--- src/rtl/button_debouncer.sv ---
// Push-button conditioner: two-flop synchroniser, debounce FSM, registered level and edge pulses.
// Optional long-press detector on btn_long, built when BUTTON_DEBOUNCER_LONG_PRESS_EN is defined.
module button_debouncer #(
  parameter int DEBOUNCE_CYCLES   = 2_000_000,
  parameter int LONG_PRESS_CYCLES = 200_000_000
) (
  input  logic clk_200mhz,
  input  logic reset_n,
  input  logic btn_raw,
  output logic btn_level,
  output logic btn_rise,
  output logic btn_fall,
  output logic btn_long
);

  localparam int              DB_W    = $clog2(DEBOUNCE_CYCLES);
  localparam logic [DB_W-1:0] DB_LAST = DB_W'(DEBOUNCE_CYCLES - 1);

  typedef enum logic [1:0] {IDLE_LOW, WAIT_HIGH, IDLE_HIGH, WAIT_LOW} state_t;

  logic            sync1_reg;
  logic            sync2_reg;
  state_t          state_reg;
  logic [DB_W-1:0] db_cnt_reg;
  logic            level_reg;
  logic            rise_reg;
  logic            fall_reg;

  generate
    if (DEBOUNCE_CYCLES < 2 || LONG_PRESS_CYCLES < 2) begin : g_param_check
      $error("button_debouncer: DEBOUNCE_CYCLES and LONG_PRESS_CYCLES must both be at least 2");
    end
  endgenerate

  always_ff @(posedge clk_200mhz or negedge reset_n) begin
    if (!reset_n) begin
      sync1_reg <= 1'b0;
      sync2_reg <= 1'b0;
    end else begin
      sync1_reg <= btn_raw;
      sync2_reg <= sync1_reg;
    end
  end

  // Any disagreement of sync2 with the pending level aborts the wait and the count restarts.
  always_ff @(posedge clk_200mhz or negedge reset_n) begin
    if (!reset_n) begin
      state_reg  <= IDLE_LOW;
      db_cnt_reg <= '0;
      level_reg  <= 1'b0;
      rise_reg   <= 1'b0;
      fall_reg   <= 1'b0;
    end else begin
      rise_reg <= 1'b0;
      fall_reg <= 1'b0;
      case (state_reg)
        IDLE_LOW: begin
          if (sync2_reg) begin
            state_reg  <= WAIT_HIGH;
            db_cnt_reg <= '0;
          end
        end
        WAIT_HIGH: begin
          if (!sync2_reg) begin
            state_reg  <= IDLE_LOW;
            db_cnt_reg <= '0;
          end else if (db_cnt_reg == DB_LAST) begin
            state_reg  <= IDLE_HIGH;
            db_cnt_reg <= '0;
            level_reg  <= 1'b1;
            rise_reg   <= 1'b1;
          end else begin
            db_cnt_reg <= db_cnt_reg + DB_W'(1);
          end
        end
        IDLE_HIGH: begin
          if (!sync2_reg) begin
            state_reg  <= WAIT_LOW;
            db_cnt_reg <= '0;
          end
        end
        WAIT_LOW: begin
          if (sync2_reg) begin
            state_reg  <= IDLE_HIGH;
            db_cnt_reg <= '0;
          end else if (db_cnt_reg == DB_LAST) begin
            state_reg  <= IDLE_LOW;
            db_cnt_reg <= '0;
            level_reg  <= 1'b0;
            fall_reg   <= 1'b1;
          end else begin
            db_cnt_reg <= db_cnt_reg + DB_W'(1);
          end
        end
        default: begin
          state_reg  <= IDLE_LOW;
          db_cnt_reg <= '0;
        end
      endcase
    end
  end

  assign btn_level = level_reg;
  assign btn_rise  = rise_reg;
  assign btn_fall  = fall_reg;

`ifdef BUTTON_DEBOUNCER_LONG_PRESS_EN
  localparam int              LP_W    = $clog2(LONG_PRESS_CYCLES);
  localparam logic [LP_W-1:0] LP_LAST = LP_W'(LONG_PRESS_CYCLES - 1);

  logic [LP_W-1:0] lp_cnt_reg;
  logic            lp_done_reg;
  logic            long_reg;

  // Counts through IDLE_HIGH and WAIT_LOW so a release bounce does not restart the hold time;
  // held at zero in IDLE_LOW/WAIT_HIGH, which also makes it 0 on entry to IDLE_HIGH.
  always_ff @(posedge clk_200mhz or negedge reset_n) begin
    if (!reset_n) begin
      lp_cnt_reg  <= '0;
      lp_done_reg <= 1'b0;
      long_reg    <= 1'b0;
    end else begin
      long_reg <= 1'b0;
      if (state_reg == IDLE_HIGH || state_reg == WAIT_LOW) begin
        if (lp_cnt_reg == LP_LAST) begin
          if (!lp_done_reg) begin
            long_reg    <= 1'b1;
            lp_done_reg <= 1'b1;
          end
        end else begin
          lp_cnt_reg <= lp_cnt_reg + LP_W'(1);
        end
      end else begin
        lp_cnt_reg  <= '0;
        lp_done_reg <= 1'b0;
      end
    end
  end

  assign btn_long = long_reg;
`else
  assign btn_long = 1'b0;
`endif

endmodule

--- config.mk ---
export PLATFORM = sky130hd
export DESIGN_NAME = button_debouncer
export DESIGN_NICKNAME = d
export VERILOG_FILES = /design/src/rtl/button_debouncer.sv
export SDC_FILE = /design/constraint.sdc
export NUM_CORES = 1
export LEC_CHECK = 0
export ABC_AREA = 1
export BUFFER_PORTS_ARGS = -buffer_cell sky130_fd_sc_hd__clkbuf_2
export CAP_MARGIN = 20
export CORE_ASPECT_RATIO = 1.4
export CORE_MARGIN = 3
export CORE_UTILIZATION = 55
export CTS_BUF_LIST = sky130_fd_sc_hd__clkbuf_8
export CTS_CLUSTER_DIAMETER = 30
export CTS_CLUSTER_SIZE = 16
export DETAILED_ROUTE_END_ITERATION = 16
export GPL_TIMING_DRIVEN = 1
export PLACE_DENSITY = 0.73
export SLEW_MARGIN = 5
export SYNTH_ARGS = -nofsm -noshare
export SYNTH_HDL_FRONTEND = slang
export SYNTH_SLANG_ARGS = --single-unit
--- constraint.sdc ---
create_clock -name clk_200mhz -period 1.35 [get_ports clk_200mhz]
set_input_delay 0.135 -clock clk_200mhz [delete_from_list [all_inputs] [get_ports clk_200mhz]]
set_output_delay 0.135 -clock clk_200mhz [all_outputs]
set_load 0.02 [all_outputs]
==> results of run 1 <==
==> metal layers <==
layer,share of wire,wire [um],vias up,GRT usage
met5,0,0,-,0
met2,0.52,2750,71,0.479
li1,-,-,848,-
met1,0.38,2020,858,0.319
met3,0.049,257,31,0.0312
met4,0.051,268,0,0.128
==> power by group through the flow <==
stage | combinational (mW) | clock, mW | sequential (mW)
2_1_floorplan | 0.389 | 0 | 1.00
3_3_place_gp | 0.682 | 0 | 0.995
3_5_place_dp | 0.712 | 0 | 1.00
4_1_cts | 0.842 | 0.679 | 0.973
5_1_grt | 1.20 | 0.706 | 0.986
6_report | 1.13 | 0.684 | 0.984
==> kinds of logic (layout without fill, tap and decap cells) <==
logic type | Yosys count | in the layout | synth area share
buffers and inverters | 30 | 82 | 0.0748
xor gates and xnor gates | 5 | 5 | 0.0262
adders and majority gates | 1 | 1 | 0.00748
other | 1 | 1 | 0.00224
and+or+nand+nor | 149 | 149 | 0.391
DFF | 28 | 28 | 0.419
AOI/OAI and AO/OA | 23 | 23 | 0.0786
==> per-stage QoR <==
step	worst slack, ns	hold WS (ns)	area, um^2	TNS (ns)
2_1_floorplan	-0.0175	-0.161	1690	-0.160
3_3_place_gp	-0.142	0.0806	2010	-0.918
4_1_cts	-0.142	0.315	2170	-1.45
5_1_grt	-0.274	0.338	2320	-4.40
6_report	-0.179	0.304	2320	-2.54
3_5_place_dp	-0.153	0.0825	2010	-1.71
==> cells in the mapped netlist, drive strengths merged <==
master	n
nand2	83
nor2	38
dfrtp	28
inv	27
nand3	16
o21ai	13
nand4	7
o22ai	4
xor2	4
buf	3
o21bai	3
a21oi	2
nor3	2
or2	2
and2	1
conb	1
ha	1
o221ai	1
xnor2	1
==> what timing repair did <==
action                     4_1_cts  5_1_grt
setup endpoints to repair       23       26
gates resized for setup         12       23
pin swaps                        1        7
hold endpoints to repair        15        0
hold buffers                     2        0
gates cloned                     0        0
setup buffers                    4        8
==> worst max path at each step <==
stage / start / end / slack (ns) / cells past startpoint
6_report: db_cnt_reg[1] / db_cnt_reg[13] / -0.18 / 9
2_1_floorplan: db_cnt_reg[1] / db_cnt_reg[14] / -0.02 / 10
5_1_grt: db_cnt_reg[1] / db_cnt_reg[13] / -0.27 / 9
3_3_place_gp: db_cnt_reg[2] / db_cnt_reg[17] / -0.14 / 7
3_5_place_dp: db_cnt_reg[1] / db_cnt_reg[14] / -0.15 / 9
4_1_cts: db_cnt_reg[1] / db_cnt_reg[14] / -0.14 / 10
==> layout make-up <==
type / count / area share
multi-input combinational: 179 / 0.419
clock inverter: 1 / 0.0130
clock buffer: 3 / 0.0178
timing repair buffer: 51 / 0.182
inverter: 27 / 0.0448
tap: 37 / 0.0200
sequential: 28 / 0.304
==> out/qor.yml, run 1 <==
status: "finished, violations left"
violations: "negative setup slack"
critPathKind: "register to register"
cp.arrival_ns: 1.71
start_kind: "register"
first_pass_iters: 4
cts_tree: "built"
vias: 1808
reg2reg_from: "db_cnt_reg[1]"
most-common-layout-cells: "nand2_1, buf_4, nor2_1, dfrtp_1, inv_1"
p_leak_nw: 1.05
fin_crit_sh: 1.13
drc: 0
totalPowerFinal_mw: 2.79
powerDensity_nw_per_um2: 1210
antenna_found_initial: 0
syn_to_final_growth_pct: 38.5
reg2reg_depth: 9
clock-root-buffer: "clkbuf_8"
ant_nets: 0
rr_endpoint: "db_cnt_reg[13]"
grt_pass1_vias: 1744
grt.overflow.total: 0
clk_pin_slew_worst_paths_ns: 0.10
postSynthAreaPerCell_um2: 7.05
p_sw_uw: 992
cp_slowest_stage_delay_ns: 0.41
fp-row-count: 23
clk_latency_ns: 0.28
internal_power_mw: 1.80
io_buffers: 5
first_iter_violations: 76
start_util: 0.581
drive_gt1_frac: 0.329
skew_ns: 0.00423
setup_ws_ns: -0.179
regArea_um2: 704
fillers: 193
yosys.area.top_type: "dfrtp_1"
hpwlAfterDp_um: 3280
layout_commonest_cell: "nand2_1"
placed_cells: 309
crit_fanout: 4
die_w_um: 52.6
clockBufferDepth: 2
boundaryPins: 7
synth-warning-count: 0
critPathSlowestCell: "dfrtp_1"
synth_cell_types: 29
core_um2: 2880
gp_congestion: 0.895
post-route-util: 0.805
pwr-share-comb: 0.403
power_frac_seq: 0.352
clock-sinks: 28
netSwitchingFraction: 0.355
hold_viol_final: 0
grt_pass1_wl_um: 7670
multi_input_area_um2: 970
viasPerCell: 5.55
finalNetCount: 294
htree_num_levels: 1
period_needed_ns: 1.53
holdCritPathClass: "input pin to async pin"
crit_buf_inv: 2
rrSetupSlack_ns: -0.18
synth_area_um2: 1670
cts_buffers: 3
rsz0062_at_grt: "yes"
layout.cells.non_filler: 326
worst_ep_required_time_ns: 1.53
wl_per_cell_um: 16.2
synth_nets: 241
ys_ff_latch: 28
crit_chain: "buf_4 -> buf_6 -> nand2_4 -> nor2_4 -> nand4_1 -> nor2_1 -> nor2_1 -> nand2_1 -> nand2_1"
drv_slew: 0
die-area_um2: 3750
drt_wl_total_um: 5300
ir_worst_vdd_v: 0.00101
synth_seq_area_share: 0.419
crit_family: "simple AND/OR/NAND/NOR gates"
synth_area_leaders: "dfrtp_1, nand2_1, nor2_1"
grt_max_degree: 18
pwr-share-clk: 0.245
die_h_um: 71.2
syn_inst: 237
setup_viol: 22
max_freq_ghz: 0.654
yosysTopAreaCellShare: 0.419
drv_cap: 0
grt_usage: 0.272
n_antenna_cell: 0
cp-end-kind: "register"
largest_reg_flops: 21
(Power assumes the default switching activity.)
==> run 2: changes to the inputs <==
Settings changed: CAP_MARGIN 20 to 15, CORE_UTILIZATION 55 to 31, PLACE_DENSITY 0.73 to 0.44.
Clock period 1.35 ns to 1.7 ns, I/O delays scaled along.
==> run 2 against run 1 <==
  * The flow now finishes without violations
  * Cell count decreased by 2.1%
  * Non-clock buffer count down 36
  * Total power shrank 39%
  * Setup slack improved by 0.36 ns
  * Count of clock-buffer cells in the layout is 1 higher
  * Worst hold slack better by 0.066 ns
  * Utilization decreased by 44 points
  * Sequential power shrank 21%
  * Die area grew 69%
  * Via count shrank 20%
  * First-iteration DRC count down 21%
  * Register-to-register slack improved by 0.36 ns
  * Highest routed layer unchanged
==> out/qor.yml, run 2 (synthesis gave the netlist of run 1 again) <==
die_h_um: 92.9  # +30%
wl_met1_um: 1780  # -12%
startpoint: "db_cnt_reg[1]"
gp_congestion: 0.771  # -14%
clk_pin_slew_worst_paths_ns: 0.10  # about the same
fp-row-count: 31  # +35%
syn_to_final_growth_pct: 13.5
hold_viol_final: 0  # unchanged
period_needed_ns: 1.52  # -0.00693 ns
fin_setup_tns_ns: 0  # +2.54 ns
rsz0062_at_grt: "no"
antenna_found_initial: 0  # unchanged
io_buffers: 5  # unchanged
critPathKind: "register to register"
reg2reg_depth: 11  # +2
grt_pass1_vias: 1469  # -16%
cp_slowest_stage_delay_ns: 0.41  # about the same
first_pass_iters: 4  # unchanged
rrSetupSlack_ns: 0.18  # +0.36 ns
worstMarginPinSlew_ns: 0.730
core_um2: 5200  # +81%
grt_pass1_wl_um: 7280  # -5.0%
n_antenna_cell: 0  # unchanged
grt_usage: 0.154  # -0.118
crit_family: "simple AND/OR/NAND/NOR gates"
powerDensity_nw_per_um2: 894  # -26%
met3_length_um: 55  # -79%
multi_input_area_um2: 851  # -12%
die-area_um2: 6320  # +69%
setup_viol: 0  # -100%
regArea_um2: 702  # -0.36%
status: "finished, final reports clean"
cts_buffers: 3  # unchanged
placed_cells: 311  # +0.65%
first_iter_violations: 60  # -21%
clock-sinks: 28  # unchanged
htree_num_levels: 1  # unchanged
drt_wl_total_um: 4210  # -21%
finalNetCount: 258  # -12%
vias: 1448  # -20%
die_w_um: 68.1  # +29%
wl_met2_um: 2320  # -16%
layout.cells.non_filler: 319  # -2.1%
critPathMostFrequentCell: "nand2_1"
clockBufferDepth: 2  # unchanged
critPathSlowestCell: "dfrtp_1"
max_freq_ghz: 0.657  # +0.46%
crit_buf_inv: 2  # unchanged
cp.arrival_ns: 1.71  # about the same
boundaryPins: 7  # unchanged
crit_chain: "ha_2 -> nand2_2 -> inv_2 -> nand2_2 -> nor2_2 -> nand3_2 -> nand2_4 -> buf_4 -> nand2_1 -> nand2_1 -> nand2_1"
wl_per_cell_um: 13.2  # -19%
ir_worst_vdd_v: 0.000338  # -67%
drv_cap: 0  # unchanged
fillers: 590  # +210%
most-common-layout-cells: "nand2_1, nor2_1, dfrtp_1, inv_1, nand3_1"
crit_fanout: 9  # +5
fin_crit_sh: 0.895  # -0.237
viasPerCell: 4.54  # -18%
cp.depth: 11  # +2
drv_slew: 0  # unchanged
slew_headroom: 0.513
start_util: 0.322  # -0.259
p_leak_nw: 0.812  # -23%
largest_reg_flops: 21  # unchanged
cp-end-kind: "register"
post-route-util: 0.365  # -0.440
worst_ep_required_time_ns: 1.88  # +0.35 ns
layout_commonest_cell: "nand2_1"
start_kind: "register"
grt.overflow.total: 0  # unchanged
hpwlAfterDp_um: 3210  # -2.4%
grt_max_degree: 29  # +11
ant_nets: 0  # unchanged
cts_tree: "built"
holdCritPathClass: "register to register"
reg2reg_from: "db_cnt_reg[1]"
skew_ns: 0.00410  # -0.000122 ns
drive_gt1_frac: 0.146  # -0.182
maxUsedRoutingLayer: "met4"
clock-root-buffer: "clkbuf_8"
drc: 0  # unchanged
clk_latency_ns: 0.28  # about the same
==> run 2: power breakdown <==
group	internal, mW	switching, mW	total, mW
Combinational	0.167	0.319	0.486
Sequential	0.714	0.0674	0.781
Clock	0.208	0.221	0.429
==> run 2: layout make-up <==
cell class | count | area share
clock buffers | 4 | 0.0290
inverters | 27 | 0.0534
multi-input cells | 179 | 0.449
flip-flops and latches | 28 | 0.370
well taps | 66 | 0.0435
repair buffers | 15 | 0.0554
==> run 2: timing repair <==
item                                    in CTS  in global routing
gates resized for setup                      0                  3
buffers inserted                             0                  2
hold buffers                                 2                  0
hold endpoints to repair                    29                  0
endpoints found under the setup margin       0                  8
==> run 2: how the worst min path moves through the flow <==
stage | slack, ns | to | start | cells after the start
after floorplan | -0.13 | async pin | reset_n | 0
after global placement | 0.28 | sync2_reg | reset_n | 1
after detailed placement | 0.29 | async pin | reset_n | 1
after CTS | 0.37 | sync2_reg | sync1_reg | 0
after global routing | 0.39 | sync2_reg | sync1_reg | 0
final | 0.37 | sync2_reg | sync1_reg | 0
==> run 2: routing by layer <==
metal / global-route usage / vias up
met2: 0.274 / 11
met3: 0.0182 / 4
met5: 0 / -
met1: 0.186 / 653
li1: - / 780
met4: 0.0498 / 0
==> run 2: stage by stage <==
stage	cell area, um^2	hold WS, ns	worst slack, ns	power [mW]
6_report	1900	0.370	0.178	1.70
5_1_grt	1900	0.390	0.00369	1.82
4_1_cts	1880	0.373	0.0741	1.71
3_5_place_dp	1800	0.286	0.110	1.27
3_3_place_gp	1800	0.280	0.0962	1.27
2_1_floorplan	1670	-0.126	0.222	1.09
